## config.mk

```make
export PLATFORM = sky130hd
export DESIGN_NAME = quad_enc_emulator
export DESIGN_NICKNAME = d
export VERILOG_FILES = /design/src/rtl/qenc_pkg.sv /design/src/rtl/qenc_bounce_lfsr.sv /design/src/rtl/quad_enc_emulator.sv
export SDC_FILE = /design/constraint.sdc
export NUM_CORES = 1
export LEC_CHECK = 0
export CAP_MARGIN = 20
export CORE_ASPECT_RATIO = 1.75
export CORE_MARGIN = 2
export CORE_UTILIZATION = 60
export DETAILED_ROUTE_END_ITERATION = 16
export GPL_TIMING_DRIVEN = 0
export PLACE_DENSITY = 0.86
export SLEW_MARGIN = 20
export SYNTH_ARGS = -nofsm -noshare
export SYNTH_HDL_FRONTEND = slang
export SYNTH_SLANG_ARGS = --single-unit
```

## constraint.sdc

```tcl
create_clock -name clk -period 6.85 [get_ports clk]
set_clock_uncertainty 0.2 [all_clocks]
set_input_delay 1.37 -clock clk [delete_from_list [all_inputs] [get_ports clk]]
set_output_delay 1.37 -clock clk [all_outputs]
set_load 0.005 [all_outputs]
```

## src/rtl/qenc_pkg.sv

```systemverilog
// Shared definitions for the quadrature encoder / pushbutton emulator:
// command op codes, FSM state encodings and the {B,A} Gray stepping table.
package qenc_pkg;

  // Command op codes carried on cmd_op
  typedef enum logic [1:0] {
    OP_CW    = 2'b00,
    OP_CCW   = 2'b01,
    OP_SHORT = 2'b10,
    OP_LONG  = 2'b11
  } qenc_op_e;

  // Emulator FSM states; SETTLE is the post-release hold after a press
  typedef enum logic [1:0] {
    ST_IDLE   = 2'd0,
    ST_ROTATE = 2'd1,
    ST_PRESS  = 2'd2,
    ST_SETTLE = 2'd3
  } qenc_state_e;

  // Idle / reset levels of the emulated lines
  localparam logic [1:0] ENC_RST = 2'b00;
  localparam logic       PB_RST  = 1'b1;

  // Next {B,A} state in the clockwise direction: 00->01->11->10->00
  function automatic logic [1:0] gray_next(input logic [1:0] ba);
    logic [1:0] nxt;
    case (ba)
      2'b00:   nxt = 2'b01;
      2'b01:   nxt = 2'b11;
      2'b11:   nxt = 2'b10;
      default: nxt = 2'b00;
    endcase
    return nxt;
  endfunction

  // Previous {B,A} state, i.e. one counter-clockwise transition
  function automatic logic [1:0] gray_prev(input logic [1:0] ba);
    logic [1:0] prv;
    case (ba)
      2'b00:   prv = 2'b10;
      2'b10:   prv = 2'b11;
      2'b11:   prv = 2'b01;
      default: prv = 2'b00;
    endcase
    return prv;
  endfunction

  // Largest of three values, used to size the shared dwell counter
  function automatic int max3(input int a, input int b, input int c);
    int m;
    m = (a > b) ? a : b;
    m = (m > c) ? m : c;
    return m;
  endfunction

endpackage

```

## src/rtl/qenc_bounce_lfsr.sv

```systemverilog
// Contact-bounce generator for the emulated lines (built only with
// QENC_BOUNCE_EN). Every edge of a nominal line opens a window of
// BOUNCE_CYCLES cycles in which the output shows either the old or the new
// level, picked by lfsr[0]; afterwards the output follows the nominal level.
module qenc_bounce_lfsr
  import qenc_pkg::*;
#(
  parameter int         N             = 3,
  parameter int         BOUNCE_CYCLES = 2,
  parameter logic [N-1:0] RST_VAL     = '0
) (
  input  logic         clk,
  input  logic         rst_n,
  input  logic [N-1:0] line_nom_i,
  output logic [N-1:0] line_o
);

  localparam int WIN_W = (BOUNCE_CYCLES > 1) ? $clog2(BOUNCE_CYCLES + 1) : 1;

  logic [7:0] lfsr_q;
  logic [7:0] lfsr_d;

  // LFSR x^8+x^6+x^5+x^4+1, shifting left every cycle
  always_comb begin
    lfsr_d = {lfsr_q[6:0], lfsr_q[7] ^ lfsr_q[5] ^ lfsr_q[4] ^ lfsr_q[3]};
  end

  // LFSR register, reseeded on reset
  always_ff @(posedge clk or negedge rst_n) begin
    if (!rst_n) lfsr_q <= 8'hA5;
    else        lfsr_q <= lfsr_d;
  end

  for (genvar gi = 0; gi < N; gi++) begin : g_line
    logic             prev_q;
    logic             prev_d;
    logic [WIN_W-1:0] win_q;
    logic [WIN_W-1:0] win_d;
    logic             edge_now;
    logic             active;

    // Detect a nominal edge and track the remaining bounce window
    always_comb begin
      edge_now = (line_nom_i[gi] != prev_q);
      active   = edge_now || (win_q != '0);
      prev_d   = line_nom_i[gi];
      win_d    = '0;
      if (edge_now)          win_d = WIN_W'(BOUNCE_CYCLES - 1);
      else if (win_q != '0)  win_d = win_q - WIN_W'(1);
    end

    // Per-line history and window counter
    always_ff @(posedge clk or negedge rst_n) begin
      if (!rst_n) begin
        prev_q <= RST_VAL[gi];
        win_q  <= '0;
      end else begin
        prev_q <= prev_d;
        win_q  <= win_d;
      end
    end

    // Inside the window an inverted line is the old level of a 1-bit edge
    assign line_o[gi] = (active && lfsr_q[0]) ? ~line_nom_i[gi] : line_nom_i[gi];
  end

endmodule

```

## src/rtl/quad_enc_emulator.sv

```systemverilog
// Command-driven quadrature encoder and pushbutton emulator.
// Accepts rotate / press commands on a valid-ready handshake and drives
// Gray-coded {B,A} channels, an active-low pushbutton and a net position.
// Optional contact bounce on every line edge: define QENC_BOUNCE_EN.
module quad_enc_emulator
  import qenc_pkg::*;
#(
  parameter int STEP_CYCLES   = 4,
  parameter int SHORT_CYCLES  = 8,
  parameter int LONG_CYCLES   = 32,
  parameter int CNT_W         = 8,
  parameter int BOUNCE_CYCLES = 2
) (
  input  logic             clk,
  input  logic             rst_n,
  input  logic             cmd_valid,
  output logic             cmd_ready,
  input  logic [1:0]       cmd_op,
  input  logic [CNT_W-1:0] cmd_count,
  output logic [1:0]       enc_o,
  output logic             pb_n,
  output logic             done,
  output logic [15:0]      pos
);

  localparam int DWELL_MAX = max3(STEP_CYCLES, SHORT_CYCLES, LONG_CYCLES);
  localparam int DWELL_W   = $clog2(DWELL_MAX + 1);

  if (STEP_CYCLES < 2 || BOUNCE_CYCLES >= STEP_CYCLES || BOUNCE_CYCLES < 1) begin : g_bad_param
    $error("quad_enc_emulator: need STEP_CYCLES>=2 and 1<=BOUNCE_CYCLES<STEP_CYCLES");
  end

  qenc_state_e        state_q, state_d;
  logic [1:0]         enc_q, enc_d;
  logic               pb_q, pb_d;
  logic               done_q, done_d;
  logic [15:0]        pos_q, pos_d;
  logic [DWELL_W-1:0] dwell_q, dwell_d;
  logic [CNT_W-1:0]   steps_q, steps_d;
  logic               ccw_q, ccw_d;
  qenc_op_e           op;

  assign op        = qenc_op_e'(cmd_op);
  assign cmd_ready = (state_q == ST_IDLE);
  assign done      = done_q;
  assign pos       = pos_q;

  // Next-state logic: accept commands in IDLE, pace transitions and presses
  always_comb begin
    state_d = state_q;
    enc_d   = enc_q;
    pb_d    = pb_q;
    done_d  = 1'b0;
    pos_d   = pos_q;
    dwell_d = dwell_q;
    steps_d = steps_q;
    ccw_d   = ccw_q;
    case (state_q)
      ST_IDLE: begin
        if (cmd_valid) begin
          case (op)
            OP_CW, OP_CCW: begin
              if (cmd_count == '0) begin
                // Nothing to move: complete immediately without an edge
                done_d = 1'b1;
              end else begin
                // First transition is registered at the accept edge
                ccw_d   = (op == OP_CCW);
                enc_d   = (op == OP_CCW) ? gray_prev(enc_q) : gray_next(enc_q);
                pos_d   = (op == OP_CCW) ? pos_q - 16'd1 : pos_q + 16'd1;
                steps_d = cmd_count - CNT_W'(1);
                dwell_d = DWELL_W'(STEP_CYCLES - 1);
                state_d = ST_ROTATE;
              end
            end
            default: begin
              pb_d    = 1'b0;
              dwell_d = (op == OP_LONG) ? DWELL_W'(LONG_CYCLES - 1)
                                        : DWELL_W'(SHORT_CYCLES - 1);
              state_d = ST_PRESS;
            end
          endcase
        end
      end
      ST_ROTATE: begin
        if (dwell_q != '0) begin
          dwell_d = dwell_q - DWELL_W'(1);
        end else if (steps_q != '0) begin
          enc_d   = ccw_q ? gray_prev(enc_q) : gray_next(enc_q);
          pos_d   = ccw_q ? pos_q - 16'd1 : pos_q + 16'd1;
          steps_d = steps_q - CNT_W'(1);
          dwell_d = DWELL_W'(STEP_CYCLES - 1);
        end else begin
          // Last state has been held a full step
          state_d = ST_IDLE;
          done_d  = 1'b1;
        end
      end
      ST_PRESS: begin
        if (dwell_q != '0) begin
          dwell_d = dwell_q - DWELL_W'(1);
        end else begin
          pb_d    = 1'b1;
          dwell_d = DWELL_W'(STEP_CYCLES - 1);
          state_d = ST_SETTLE;
        end
      end
      default: begin
        if (dwell_q != '0) begin
          dwell_d = dwell_q - DWELL_W'(1);
        end else begin
          state_d = ST_IDLE;
          done_d  = 1'b1;
        end
      end
    endcase
  end

  // State, line and counter registers; reset aborts any command at once
  always_ff @(posedge clk or negedge rst_n) begin
    if (!rst_n) begin
      state_q <= ST_IDLE;
      enc_q   <= ENC_RST;
      pb_q    <= PB_RST;
      done_q  <= 1'b0;
      pos_q   <= '0;
      dwell_q <= '0;
      steps_q <= '0;
      ccw_q   <= 1'b0;
    end else begin
      state_q <= state_d;
      enc_q   <= enc_d;
      pb_q    <= pb_d;
      done_q  <= done_d;
      pos_q   <= pos_d;
      dwell_q <= dwell_d;
      steps_q <= steps_d;
      ccw_q   <= ccw_d;
    end
  end

`ifdef QENC_BOUNCE_EN
  logic [2:0] line_out;

  qenc_bounce_lfsr #(
    .N             (3),
    .BOUNCE_CYCLES (BOUNCE_CYCLES),
    .RST_VAL       ({PB_RST, ENC_RST})
  ) u_bounce (
    .clk        (clk),
    .rst_n      (rst_n),
    .line_nom_i ({pb_q, enc_q}),
    .line_o     (line_out)
  );

  assign enc_o = line_out[1:0];
  assign pb_n  = line_out[2];
`else
  assign enc_o = enc_q;
  assign pb_n  = pb_q;
`endif

endmodule
```

==> results of run 1 <==
-- state kept, by name (all words and copies together) (netlist names) --
register	count
enc_o	2
dwell_q	6
state_q	2
ccw_q	1
pos	16
done	1
steps_q	8
pb_n	1
-- cells in the final DEF, fill, tap and decap left out, types with 6 or more instances in the layout --
| cell type | instances |
|---|---|
| nand4_1 | 7 |
| dfrtp_1 | 36 |
| a211oi_1 | 6 |
| ha_1 | 9 |
| nor4_1 | 9 |
| o211ai_1 | 6 |
| nor2_1 | 17 |
| nand2_1 | 20 |
| a21oi_1 | 13 |
| clkdlybuf4s50_1 | 32 |
| clkbuf_1 | 6 |
| o21ai_0 | 10 |
| o22ai_1 | 7 |
| inv_1 | 18 |
| nor3_1 | 11 |
| nand3_1 | 12 |
| xor2_1 | 10 |
| xnor2_1 | 14 |
| and3_1 | 7 |
-- worst max-delay path by stage --
stage | from | endpoint | cells past startpoint
floorplan | cmd_count[0] | steps_q[6]$_DFFE_PN0P_ | 7
global placement | cmd_count[1] | pos[5]$_DFFE_PN0P_ | 7
detailed placement | cmd_count[1] | pos[7]$_DFFE_PN0P_ | 7
CTS | cmd_count[1] | pos[7]$_DFFE_PN0P_ | 7
global route | cmd_count[1] | pos[7]$_DFFE_PN0P_ | 7
finish | cmd_count[1] | pos[7]$_DFFE_PN0P_ | 7
-- layout make-up --
class | instances | area (um^2)
multi-input combinational | 224 | 1540
fill | 318 | 1090
sequential | 37 | 927
timing repair buffer | 34 | 345
clock buffer | 6 | 72.6
inverter | 18 | 67.6
tap | 49 | 61.3
buffer | 9 | 43.8
clock inverter | 2 | 10.0
-- kinds of logic (layout without fill, tap and decap cells) --
logic type      count (synthesis)  after routing
simple gates                  112            112
fa+ha+maj                       9              9
compound gates                 72             72
buf+inv                        27             69
mux                             7              7
flops                          37             37
xor+xnor                       24             24
-- power by group --
part	total, mW	internal [mW]	switching (mW)	leakage [nW]
registers	0.437	0.315	0.122	0.462
clock network	0.154	0.0706	0.0832	0.0450
logic	0.818	0.353	0.465	0.731
total	1.41	0.739	0.670	1.24
-- metal layers --
layer	routed length (um)	global-route usage
met5	0	0
met3	328	0.0646
met2	3880	0.547
met1	2490	0.307
met4	309	0.203
-- critical path, cell delays in order --
cell             delay, ns
clkdlybuf4s50_1       0.45
nor4_1                0.65
a21oi_1               0.28
a21oi_1               0.49
clkbuf_1              0.42
a211oi_1              0.12
xor2_1                0.18
-- through the flow --
| step | cell area [um^2] | total power [mW] | hold slack, ns | instances | setup WS (ns) |
|---|---|---|---|---|---|
| detailed placement | 2980 | 1.23 | 0.267 | 371 | 2.61 |
| finish | 3060 | 1.41 | 0.274 | 379 | 2.85 |
| global route | 3060 | 1.51 | 0.297 | 379 | 2.51 |
| global placement | 2970 | 1.21 | 0.256 | 370 | 2.64 |
| floorplan | 2570 | 0.959 | 0.265 | 288 | 3.62 |
| CTS | 3060 | 1.40 | 0.279 | 379 | 2.90 |
==> reports/results.ini, run 1 <==
[clocking]
cts-htree-levels=2
clk_latency_ns=0.30
root_buffer=clkbuf_8
path_clk_slew_ns=0.07
holdBufCountCts=0
cts_made_buffers=5
cts_tree=built
cts_sinks=37
clockBufferDepth=2
cts_setup_buffers=0
ctsResizeCount=0

[layout]
final_layout_size_suffix_gt1_frac=0.0697
antenna_cells=0
syn2layout_area_growth_pct=19.0
layout.nets=351
final_util=0.738

[critical_path]
path_class=input pin to flop
crit_required_ns=6.82
reg2reg_from=state_q[1]$_DFFE_PN0P_
crit_arrival_ns=3.97
endpoint_kind=flop
worstSetupStartpointType=input pin
cp_max_fo=10
rr_worst_depth=12
r2r_end=steps_q[6]$_DFFE_PN0P_
r2r_slack_ns=3.11

[route]
wl_per_cell_um=18.5
viasPerCell=6.63
drt_drc_violations_left=0
drtAntennaViolNets=0
vias=2513
drt_wl_total_um=7000
firstDrtPassIters=4
drt_iter0_markers=77

[sta]
final.period_utilization=0.585
min_period_ns=4.00
setup-tns-final_ns=0
drv_slew=0
tightest_slew_ns=0.806
max_freq_mhz=250
maxSlewHeadroom=0.460
grt_setup_unrepaired=no
hold_violations=0
finalSetupViolCount=0

[logic_synthesis]
ys_types=52
synth_compound_area_frac=0.199
synth_seq_cells=37
syn_inst=288
synth_nets=310
yosys.area.top_type=dfrtp_1
ys_seq_area_frac=0.360
yosys.area.top_type_share=0.350
async_flop_share=1.00
synth_edf_count=0
synth_top_family_by_area=simple AND/OR/NAND/NOR gates
yosys_warnings=0
synth-xor-area-share=0.0816
synthSimpleGateAreaFrac=0.243
synthesis.area_um2=2570
ys_top_cells_by_area=dfrtp_1 (35%), xnor2_1 (4.8%), ha_1 (4.4%)
synth_flop_cell=dfrtp_1
yosys-top-cells-count=dfrtp_1 (36), nand2_1 (20), inv_1 (18)
synthMuxAreaShare=0.0287
synth_fa_ha_area_frac=0.0437
yosysMostFrequentCell=dfrtp_1
avgSynthCellArea_um2=8.94

[grt]
grt_pass1_wl_um=11200
grt_usage=0.312
overflow=0
grt_pass1_vias=2463
grt_max_degree=28
antenna_found_initial=0

[job]
max-cap-violations=0

[die]
core-area_um2=4150
ioPinCount=34
die_area_um2=4850
die_x_um=53.5
initial_core_util=0.620
die_h_um=90.7
num_rows=31

[power]
p_leak_nw=1.24
ir_worst_vdd_mv=0.308
power-per-cell-area_nw_per_um2=460

[hold_path]
hold_path_class=flop to flop
holdPathStages=1
hold_start=pos[15]$_DFFE_PN0P_
holdPathEnd=pos[15]$_DFFE_PN0P_

[outcome]
outcome=finished clean

[placed_design]
dp_hpwl_um=5150
gp_congestion=0.935
port_buffers=33

Note: power is estimated with default switching activity, not from simulation.
==> run 2, diff against run 1 <==
Settings changed: CORE_UTILIZATION 60 to 55, PLACE_DENSITY 0.86 to 0.8.
Clock period 6.85 ns to 4.1 ns, I/O delays scaled along.
==> reports/results.ini, run 2 (same netlist as run 1, synthesis figures left out) <==
[outcome]
outcome=finished clean

[die]
num_rows=33  ; +6.5%
ioPinCount=34  ; unchanged
initial_core_util=0.562  ; -0.0586
die_area_um2=5270  ; +8.5%
die_h_um=94.5  ; +4.3%
die_x_um=55.7  ; +4.1%
core-area_um2=4580  ; +10%

[sta]
finalSetupViolCount=0  ; unchanged
drv_slew=0  ; unchanged
tightest_slew_ns=0.697  ; -0.109 ns
grt_setup_unrepaired=no
setup-tns-final_ns=0  ; unchanged
hold_violations=0  ; unchanged
fin_ws_ns=0.397  ; -2.45 ns
max_freq_mhz=270
min_period_ns=3.70
maxSlewHeadroom=0.531  ; +0.0712
final.period_utilization=0.903

[power]
ir_worst_vdd_mv=0.635  ; +110%
power-per-cell-area_nw_per_um2=776  ; +69%
power_mw=2.41  ; +71%
p_leak_nw=1.25  ; +1.0%

[route]
viasPerCell=6.41  ; -3.3%
firstDrtPassIters=6  ; +2
drt_iter0_markers=125  ; +62%
wl_per_cell_um=17.7  ; -4.0%
drt_drc_violations_left=0  ; unchanged
drt_wl_total_um=6780  ; -3.2%
vias=2450  ; -2.5%
drtAntennaViolNets=0  ; unchanged

[layout]
layout_common_cells=dfrtp_1 (36), clkdlybuf4s50_1 (32), nand2_1 (20), inv_1 (18), nor2_1 (17)
fill_cells=398  ; +25%
layout.nets=351  ; unchanged
largest_reg_flops=16  ; unchanged
final_layout_size_suffix_gt1_frac=0.0727  ; +0.00303
antenna_cells=0  ; unchanged
syn2layout_area_growth_pct=20.6
final_common_cell=dfrtp_1

[critical_path]
crit_start=state_q[1]$_DFFE_PN0P_
endpoint_kind=flop
cpLargestDelayFamily=buffers and inverters
reg2reg_from=state_q[1]$_DFFE_PN0P_
rr_worst_depth=12  ; unchanged
path_class=flop to flop
cp_slowest_cell=buf_1
r2r_slack_ns=0.40  ; -2.71 ns
worstSetupStartpointType=flop
crit_arrival_ns=3.69  ; -0.28 ns
cp_common_cell=ha_1
path_buf_inv=4  ; +2
crit_end=steps_q[6]$_DFFE_PN0P_
cp_max_fo=10  ; unchanged
cp.depth=12  ; +5
slowest_delay_ns=0.44  ; -0.21 ns
crit_required_ns=4.09  ; -2.73 ns
cp_cell_sequence=inv_1, ha_1, buf_6, buf_2, buf_1, mux2i_1, ha_1, nor4bb_1, o22ai_1, and2_1, a31o_2, a221o_1
r2r_end=steps_q[6]$_DFFE_PN0P_

[placed_design]
port_buffers=33  ; unchanged
dp_slack_ns=0.429  ; -2.18 ns
gp_congestion=0.901  ; -3.6%
dp_hpwl_um=5020  ; -2.7%

[hold_path]
hold_path_class=input pin to async pin

[grt]
antenna_found_initial=0  ; unchanged
grt_max_degree=29  ; +3.6%
grt_pass1_vias=2364  ; -4.0%
overflow=0  ; unchanged
grt_pass1_wl_um=10800  ; -3.4%
grt_usage=0.262  ; -0.0501

[clocking]
cts-htree-levels=2  ; unchanged
cts_tree=built
clockBufferDepth=2  ; unchanged
cts_made_buffers=5  ; unchanged
cts_setup_buffers=0  ; unchanged
holdBufCountCts=0  ; unchanged
cts_sinks=37  ; unchanged
ctsResizeCount=0  ; unchanged
path_clk_slew_ns=0.08  ; about the same
root_buffer=clkbuf_8
clk_latency_ns=0.30  ; about the same

[job]
max-cap-violations=0  ; unchanged

## run 2: changes by cell type in the layout (fill, tap and decap cells not counted), sizes merged
| cell | change |
|---|---|
| clkinv | -2 |
| bufinv | +1 |
| clkinvlp | +1 |
## run 2: how the worst min path moves through the flow
stage | start | to | slack, ns | depth (start not counted)
final | rst_n | dwell_q[3]$_DFFE_PN0P_ | 0.19 | 1
after global routing | rst_n | dwell_q[3]$_DFFE_PN0P_ | 0.20 | 1
after CTS | rst_n | dwell_q[3]$_DFFE_PN0P_ | 0.18 | 1
after detailed placement | pos[15]$_DFFE_PN0P_ | pos[15]$_DFFE_PN0P_ | 0.27 | 1
after global placement | pos[15]$_DFFE_PN0P_ | pos[15]$_DFFE_PN0P_ | 0.26 | 1
after floorplan | pos[15]$_DFFE_PN0P_ | pos[15]$_DFFE_PN0P_ | 0.26 | 1
## run 2: layout make-up
| cell class | instances | area, um^2 | area share |
|---|---|---|---|
| plain buffers | 9 | 43.8 | 0.0141 |
| inverters | 18 | 67.6 | 0.0218 |
| clock buffers | 6 | 82.6 | 0.0266 |
| clock inverters | 2 | 37.5 | 0.0121 |
| well taps | 52 | 65.1 | 0.0210 |
| flip-flops and latches | 37 | 927 | 0.299 |
| multi-input cells | 224 | 1540 | 0.495 |
| repair buffers | 34 | 345 | 0.111 |
## run 2: through the flow
| stage | util | instances | instance area, um^2 | hold WS [ns] |
|---|---|---|---|---|
| floorplan | - | 288 | 2570 | 0.265 |
| global placement | 0.648 | 373 | 2970 | 0.262 |
| detailed placement | 0.651 | 374 | 2990 | 0.271 |
| CTS | 0.678 | 382 | 3110 | 0.179 |
| global route | 0.678 | 382 | 3110 | 0.202 |
| finish | 0.678 | 382 | 3110 | 0.186 |
## run 2: metal layers
layer	global-route usage	part of all wire	wire length, um
met1	0.268	0.38	2600
met5	0	0	0
met2	0.496	0.53	3610
met4	0.154	0.042	284
met3	0.0356	0.042	283
## run 2: where the power goes
part | internal [mW] | switching [mW]
clock network | 0.198 | 0.143
logic | 0.590 | 0.752
registers | 0.527 | 0.200
total | 1.31 | 1.10
==> run 3, diff against run 2 <==
Settings changed: CORE_UTILIZATION 55 to 50, PLACE_DENSITY 0.8 to 0.76.
Clock period 4.1 ns to 3 ns, I/O delays scaled along.
==> reports/results.ini, run 3 (same netlist as run 1, synthesis figures left out) <==
[clocking]
path_clk_slew_ns=0.08  ; about the same
cts-htree-levels=2  ; unchanged
clockBufferDepth=2  ; unchanged
cts_tree=built
root_buffer=clkbuf_8
clk_latency_ns=0.30  ; about the same
cts_made_buffers=5  ; unchanged
cts_sinks=37  ; unchanged

[sta]
min_period_ns=2.97  ; -0.734 ns
grt_setup_unrepaired=yes
setup-tns-final_ns=0  ; unchanged
max_freq_mhz=337  ; +25%
final.period_utilization=0.990  ; +0.0865
maxSlewHeadroom=0.532  ; +0.00102
hold_violations=0  ; unchanged
finalSetupViolCount=0  ; unchanged
drv_slew=0  ; unchanged
tightest_slew_ns=0.698  ; +0.00164 ns
fin_ws_ns=0.0307  ; -0.366 ns

[layout]
final_util=0.657  ; -0.0205
antenna_cells=0  ; unchanged
final_layout_size_suffix_gt1_frac=0.128  ; +0.0549
layout_common_cells=dfrtp_1 (36), clkdlybuf4s50_1 (32), nand2_1 (20), inv_1 (18), nor2_1 (16)
largest_reg_flops=16  ; unchanged
syn2layout_area_growth_pct=27.0
final_common_cell=dfrtp_1
layout.nets=358  ; +2.0%

[power]
p_leak_nw=1.32  ; +5.7%
p_clk_frac=0.134  ; -0.008
intPower_mw=1.90  ; +45%
ir_worst_vdd_mv=0.827  ; +30%
switching_share=0.451  ; -0.00341
p_comb_frac=0.578  ; +0.021
power_mw=3.47  ; +44%
switchingPower_mw=1.57  ; +43%
power-per-cell-area_nw_per_um2=1060  ; +37%
power_frac_seq=0.288  ; -0.014

[grt]
grt_usage=0.254  ; -0.00784
antenna_found_initial=0  ; unchanged
overflow=0  ; unchanged
grt_pass1_vias=2439  ; +3.2%
grt_pass1_wl_um=11400  ; +5.5%
grt_max_degree=27  ; -6.9%

[die]
die_h_um=98.9  ; +4.7%
ioPinCount=34  ; unchanged
core-area_um2=4980  ; +8.6%
num_rows=34  ; +3.0%
die_area_um2=5760  ; +9.4%
initial_core_util=0.517  ; -0.0445
die_x_um=58.2  ; +4.5%

[route]
firstDrtPassIters=5  ; -1
drt_wl_total_um=7100  ; +4.7%
viasPerCell=6.45  ; +0.53%
wl_per_cell_um=18.2  ; +2.3%
drtAntennaViolNets=0  ; unchanged
route.met3.wl_um=370  ; +31%
wl_met1_um=2610  ; +0.12%
vias=2521  ; +2.9%
drt_iter0_markers=150  ; +20%
highest_layer=met4
drt_drc_violations_left=0  ; unchanged
dr_wl_met2_um=3870  ; +7.1%

[critical_path]
worstSetupStartpointType=flop
rr_worst_depth=12  ; unchanged
r2r_end=steps_q[6]$_DFFE_PN0P_
crit_end=steps_q[6]$_DFFE_PN0P_
cp_slowest_cell=dfrtp_1
path_buf_inv=4  ; unchanged
cp.depth=12  ; unchanged
reg2reg_from=state_q[1]$_DFFE_PN0P_
r2r_slack_ns=0.03  ; -0.37 ns
endpoint_kind=flop
cp_max_fo=10  ; unchanged
slowest_delay_ns=0.40  ; -0.04 ns
cpLargestDelayFamily=compound AO/OA/AOI/OAI gates
crit_start=state_q[1]$_DFFE_PN0P_
crit_arrival_ns=2.95  ; -0.74 ns
crit_required_ns=2.98  ; -1.11 ns
path_class=flop to flop
cp_cell_sequence=inv_1, ha_2, buf_8, buf_8, buf_12, mux2i_4, ha_2, nor4bb_4, o22ai_2, and2_1, a31o_2, a221o_1

[hold_path]
hold_path_class=flop to flop

[placed_design]
gp_congestion=0.919  ; +2.0%
port_buffers=33  ; unchanged
dp_slack_ns=-0.416  ; -0.845 ns
dp_hpwl_um=5080  ; +1.3%

[outcome]
outcome=finished clean

[job]
max-cap-violations=0  ; unchanged

-- run 3: worst min-delay path by stage --
stage,slack [ns],from,end,depth (start not counted)
after floorplan,0.10,rst_n,ccw_q$_DFFE_PN0P_,0
after global placement,0.26,pos[15]$_DFFE_PN0P_,pos[15]$_DFFE_PN0P_,1
after detailed placement,0.26,pos[15]$_DFFE_PN0P_,pos[15]$_DFFE_PN0P_,1
after CTS,0.28,pos[15]$_DFFE_PN0P_,pos[15]$_DFFE_PN0P_,1
after global routing,0.28,pos[15]$_DFFE_PN0P_,pos[15]$_DFFE_PN0P_,1
final,0.28,pos[15]$_DFFE_PN0P_,pos[15]$_DFFE_PN0P_,1
-- run 3: stage by stage --
stage | cell area, um^2 | hold slack, ns | instances
final | 3270 | 0.277 | 391
after detailed placement | 3000 | 0.261 | 376
after global routing | 3270 | 0.284 | 391
after CTS | 3190 | 0.279 | 387
after floorplan | 2590 | 0.104 | 288
after global placement | 2990 | 0.261 | 375
-- run 3: layer usage --
| metal | GRT usage | up-vias |
|---|---|---|
| met1 | 0.273 | 1212 |
| met4 | 0.129 | 0 |
| met5 | 0 | - |
| met2 | 0.459 | 106 |
| met3 | 0.0420 | 25 |
| li1 | - | 1178 |
-- run 3: cell type report --
class	count	area, um^2
Multi-Input combinational cell	224	1610
Sequential cell	37	927
Fill cell	431	1710
Timing Repair Buffer	41	400
Clock buffer	6	82.6
Clock inverter	2	37.5
Inverter	18	67.6
Tap cell	54	67.6
Buffer	9	75.1
-- run 3: power by group through the flow --
| stage | combinational [mW] | clock, mW | sequential (mW) |
|---|---|---|---|
| CTS | 1.89 | 0.471 | 0.991 |
| finish | 2.01 | 0.466 | 0.998 |
| global placement | 1.79 | 0 | 0.989 |
| global route | 2.20 | 0.498 | 1.03 |
| floorplan | 1.26 | 0 | 0.943 |
| detailed placement | 1.83 | 0 | 0.991 |
-- run 3: what timing repair did --
item	in CTS	in global routing
pin swaps	1	2
resized for setup	9	14
hold buffers	1	0
hold endpoints to repair	10	0
setup buffers	2	4
setup endpoints to repair	9	20
